`config.mk`:
```
export PLATFORM = sky130hd
export DESIGN_NAME = acc_mem_server
export DESIGN_NICKNAME = d
export VERILOG_FILES = /design/src/rtl/acc_mem_server.sv
export SDC_FILE = /design/constraint.sdc
export NUM_CORES = 1
export LEC_CHECK = 0
export ABC_AREA = 1
export CAP_MARGIN = 20
export CELL_PAD_IN_SITES_DETAIL_PLACEMENT = 0
export CELL_PAD_IN_SITES_GLOBAL_PLACEMENT = 2
export CORE_MARGIN = 8
export CORE_UTILIZATION = 15
export CTS_CLUSTER_DIAMETER = 60
export DETAILED_ROUTE_END_ITERATION = 7
export PLACE_DENSITY_LB_ADDON = 0.1
export REMOVE_ABC_BUFFERS = 1
export SLEW_MARGIN = 0
export SYNTH_ARGS = -nofsm -noshare
export SYNTH_HDL_FRONTEND = slang
export SYNTH_SLANG_ARGS = --single-unit
```
`constraint.sdc`:
```
create_clock -name clk -period 4.4 [get_ports clk]
set_input_delay 1.32 -clock clk [delete_from_list [all_inputs] [get_ports clk]]
set_output_delay 1.32 -clock clk [all_outputs]
set_load 0.01 [all_outputs]
```
`src/rtl/acc_mem_server.sv`:
```
// acc_mem_server: wrapper read/write handshake to single-beat valid/ready memory bus; MEM_TIMEOUT_EN adds a response watchdog
module acc_mem_server #(
  parameter int ADDR_W = 16,
  parameter int TIMEOUT_CYC = 1024
) (
  input  logic              clk,
  input  logic              reset,
  input  logic              read_enable,
  input  logic [63:0]       read_addr,
  input  logic              finish_read,
  output logic [63:0]       read_ready,
  output logic [31:0]       read_data,
  input  logic              write_enable,
  input  logic [63:0]       write_addr,
  input  logic [31:0]       write_data,
  input  logic              finish_write,
  output logic [63:0]       write_ready,
  output logic              mem_req_valid,
  input  logic              mem_req_ready,
  output logic              mem_req_we,
  output logic [ADDR_W-1:0] mem_req_addr,
  output logic [31:0]       mem_req_wdata,
  input  logic              mem_rsp_valid,
  input  logic [31:0]       mem_rsp_rdata,
  output logic              err
);
  typedef enum logic [2:0] {IDLE, RD_REQ, RD_WAIT, RD_DONE, WR_REQ, WR_WAIT, WR_DONE} state_t;
  state_t state, state_nx;
  logic [ADDR_W-1:0] addr_q;
  logic [31:0] wdata_q, rdata_q;
  logic rd_pulse, wr_pulse, ld_rd, ld_wr, timeout, rsp_ok;
  logic unused;
  assign rsp_ok = mem_rsp_valid | timeout;
  always_comb begin
    state_nx = state;
    ld_rd = 1'b0;
    ld_wr = 1'b0;
    case (state)
      IDLE: begin
        ld_rd = read_enable;
        ld_wr = !read_enable && write_enable;
        state_nx = read_enable ? RD_REQ : write_enable ? WR_REQ : IDLE;
      end
      RD_REQ:  state_nx = mem_req_ready ? RD_WAIT : RD_REQ;
      RD_WAIT: state_nx = rsp_ok ? RD_DONE : RD_WAIT;
      RD_DONE: begin
        ld_rd = finish_read;
        state_nx = finish_read ? RD_REQ : read_enable ? RD_DONE : IDLE;
      end
      WR_REQ:  state_nx = mem_req_ready ? WR_WAIT : WR_REQ;
      WR_WAIT: state_nx = rsp_ok ? WR_DONE : WR_WAIT;
      WR_DONE: begin
        ld_wr = finish_write;
        state_nx = finish_write ? WR_REQ : write_enable ? WR_DONE : IDLE;
      end
      default: state_nx = IDLE;
    endcase
  end
  always_ff @(posedge clk or posedge reset) begin
    if (reset) begin
      state <= IDLE;
      addr_q <= '0;
      wdata_q <= '0;
      rdata_q <= '0;
      rd_pulse <= 1'b0;
      wr_pulse <= 1'b0;
    end else begin
      state <= state_nx;
      if (ld_rd) addr_q <= read_addr[ADDR_W+1:2];
      if (ld_wr) begin
        addr_q <= write_addr[ADDR_W+1:2];
        wdata_q <= write_data;
      end
      if (state == RD_WAIT && rsp_ok) rdata_q <= mem_rsp_valid ? mem_rsp_rdata : 32'hDEADBEEF;
      rd_pulse <= state == RD_WAIT && rsp_ok;
      wr_pulse <= state == WR_WAIT && rsp_ok;
    end
  end
`ifdef MEM_TIMEOUT_EN
  localparam int CW = $clog2(TIMEOUT_CYC + 1);
  logic [CW-1:0] cnt;
  logic err_q, waiting;
  assign waiting = state == RD_WAIT || state == WR_WAIT;
  assign timeout = waiting && !mem_rsp_valid && cnt == CW'(TIMEOUT_CYC - 1);
  always_ff @(posedge clk or posedge reset) begin
    if (reset) begin
      cnt <= '0;
      err_q <= 1'b0;
    end else begin
      cnt <= waiting && !rsp_ok ? cnt + 1'b1 : '0;
      err_q <= err_q | timeout;
    end
  end
  assign err = err_q;
`else
  assign timeout = 1'b0;
  assign err = 1'b0;
`endif
  assign mem_req_valid = state == RD_REQ || state == WR_REQ;
  assign mem_req_we = state == WR_REQ;
  assign mem_req_addr = addr_q;
  assign mem_req_wdata = wdata_q;
  assign read_data = rdata_q;
  assign read_ready = {63'b0, rd_pulse};
  assign write_ready = {63'b0, wr_pulse};
  assign unused = ^{read_addr[63:ADDR_W+2], read_addr[1:0], write_addr[63:ADDR_W+2], write_addr[1:0]} ^ (TIMEOUT_CYC == 0);
endmodule

```
==> key figures <==
Timing
  • Worst slew margin: 0.552
  • Tcrit/Tclk final: 0.716
  • Slew Limit Fails: 0
  • Final setup margin: 1250 ps
  • Min Tclk post-route: 3150 ps
  • RSZ-0062 raised after global routing: no
  • Fin Setup TNS: 0 ps
  • Fmax: 317 MHz
  • Fin. Hold Viols: 0
  • Setup-failing EPs final: 0
  • Worst slew pin tran: 671 ps
  • Worst Skew: 9.04 ps
  • Fin Hold WS: 473 ps

Global route
  • Initial antenna violation count: 2
  • Grt ovf: 0
  • Vias in the first global route: 3,877
  • Total track usage: 0.0861
  • Largest net degree at the start of global routing: 47
  • Global-route wire length before repair: 24.0 mm

Die
  • Core area: 30,400 sq um
  • Die Footprint: 36,600 sq um
  • Num rows: 64
  • Die Y: 191 um
  • I/O pin count: 411
  • Die Wd: 191 um
  • Starting Density: 0.151

Min path
  • Hold crit path type: reg -> reg

Worst setup path
  • Critical path's slowest cell: clkdlybuf4s50_1
  • Flop2flop setup slack: 2330 ps
  • Crit path cell chain: inv_1 -> nand3_1 -> nand2_1 -> clkdlybuf4s50_1
  • CP max stage delay: 580 ps
  • Critical path class: reg -> out
  • CP max FO: 8
  • CP Buf/Inv Count: 2
  • WP data arrival: 1830 ps
  • CP Capture Type: primary output
  • Crit start category: register
  • CP required: 3080 ps
  • CP top delay family: buffers and inverters

Job
  • Maxcap violations: 0

Clock tree
  • PostCTS Resize Cnt: 0
  • CTS H-tree lvls: 3
  • Cts hold-fix bufs: 0
  • Clock sinks: 85
  • Reg clk slew, reported paths: 70 ps
  • Clock buffer depth: 2
  • CTS tree: done
  • Worst-Skew Late Latency: 350 ps
  • Clk root buf: clkbuf_16
  • Setup Buffers After CTS: 0
  • Inserted Clock Buffers: 9

Routing
  • DRC: 0
  • DRT Pass-1 Iters: 4
  • 1st-iter DRT viols: 120
  • Vias per inst: 3.24
  • Final WL: 16.3 mm
  • Detailed-route via count: 3,711
  • Final ANT Viol Nets: 0
  • Routed len/inst: 14.3 um

Synthesis
  • Post-Synthesis Cells: 568
  • Post-synth top area cell: dfrtp_1
  • Seq/Total Area, Yosys: 0.462
  • Top post-synthesis cells by area: dfrtp_1 (46%), nand2_1 (23%), buf_4 (21%)
  • Synth Cell Area: 4600 sq um
  • Distinct cells, synth: 25
  • Seq cells post-synth: 85
  • Synth warnings: 0
  • Yosys top cell area share: 0.462
  • Avg Inst Size Synth: 8.11 sq um

Finish
  • # diodes: 0
  • Post-route cell area: 6710 sq um
  • Synth-to-layout area growth: 45.6%
  • Share of cells above drive strength 1: 0.0426
  • # nets final: 946

Placed design
  • Placed cell areas: 6380 sq um
  • Place WS: 919 ps
  • Routability Congestion: 0.719
  • # port buffers: 187
  • HPWL Detailed: 12.4 mm

Power and ir drop
  • Peak supply drop: 0.000158 V
  • Tot Pwr: 4.03 mW
  • Leakage: 3.32 nW
  • PwrDens: 600 nW/um^2

Status
  • Status: complete, no violations
==> final cells by class <==
type	instances	area, sq um
clock buffer	9	225
clock inverter	7	104
fill	3431	23700
inverter	12	47.5
multi-input combinational	448	1800
sequential	85	2130
tap	396	495
timing repair buffer	190	1910
==> cell usage in the layout (no fill, tap or decap), types with 2 or more instances in the layout <==
cell,Yosys,layout
buf_4,131,2
bufinv_16,0,2
clkbuf_16,0,9
clkdlybuf4s50_1,0,187
clkinvlp_4,0,2
conb_1,1,127
dfrtp_1,85,85
inv_1,9,8
inv_2,3,3
inv_6,0,2
nand2_1,276,276
nand3_1,22,22
nand4_1,2,2
nor2_1,8,8
==> Yosys cell counts, drive strengths merged <==
cell	number
o221ai	1
nor3	2
o21ai	1
nand2	278
inv	12
dfrtp	85
nor2	10
clkbuf	4
o2111ai	1
conb	1
nand3	24
nand4	4
buf	145
==> cells by family after synthesis <==
group           after synthesis  synth area share
buf+inv                     161             0.250
flops                        85             0.462
other cells                   1          0.000814
compound gates                3           0.00489
simple gates                318             0.282
==> state kept, by name, indices dropped and copies added (netlist names) <==
name / flops
read_data: 32
mem_req_addr: 16
state: 3
mem_req_wdata: 32
rd_pulse: 1
wr_pulse: 1
==> power breakdown <==
part	switching (mW)	total, mW	internal (mW)	leakage (nW)
Sequential	0.210	1.35	1.14	1.07
Clock	0.371	0.878	0.507	0.155
Combinational	0.916	1.80	0.886	2.09
Total	1.50	4.03	2.53	3.32
==> tightest hold or removal path, stage by stage (launching register included) <==
cell and delay (ps):
dfrtp_1 340, nand2_1 50, nand2_1 50
==> stage by stage <==
stage / utilization / instances
detailed placement: 0.210 / 1131
floorplan: - / 545
global placement: 0.210 / 1131
finish: 0.220 / 1147
CTS: 0.220 / 1147
global route: 0.220 / 1147
==> worst paths after layout <==
check | start | cells after the start | endpoint
min in group asynchronous | reset | 2 | mem_req_wdata[26]
hold reg to reg | mem_req_wdata[17] | 2 | mem_req_wdata[17]
setup reg to reg | state[0] | 8 | mem_req_addr[12]
hold / removal | mem_req_wdata[17] | 2 | mem_req_wdata[17]
setup / recovery | state[0] | 4 | mem_req_valid
max in group asynchronous | reset | 3 | mem_req_wdata[31]
==> per-layer routing <==
layer  vias up  wire, um  GRT usage
li1       1821         -          -
met1      1702      6410     0.0992
met2       173      8050      0.144
met3        11      1710     0.0372
met4         4       150     0.0222
met5         -        24          0
Note: power is estimated with default switching activity, not from simulation.
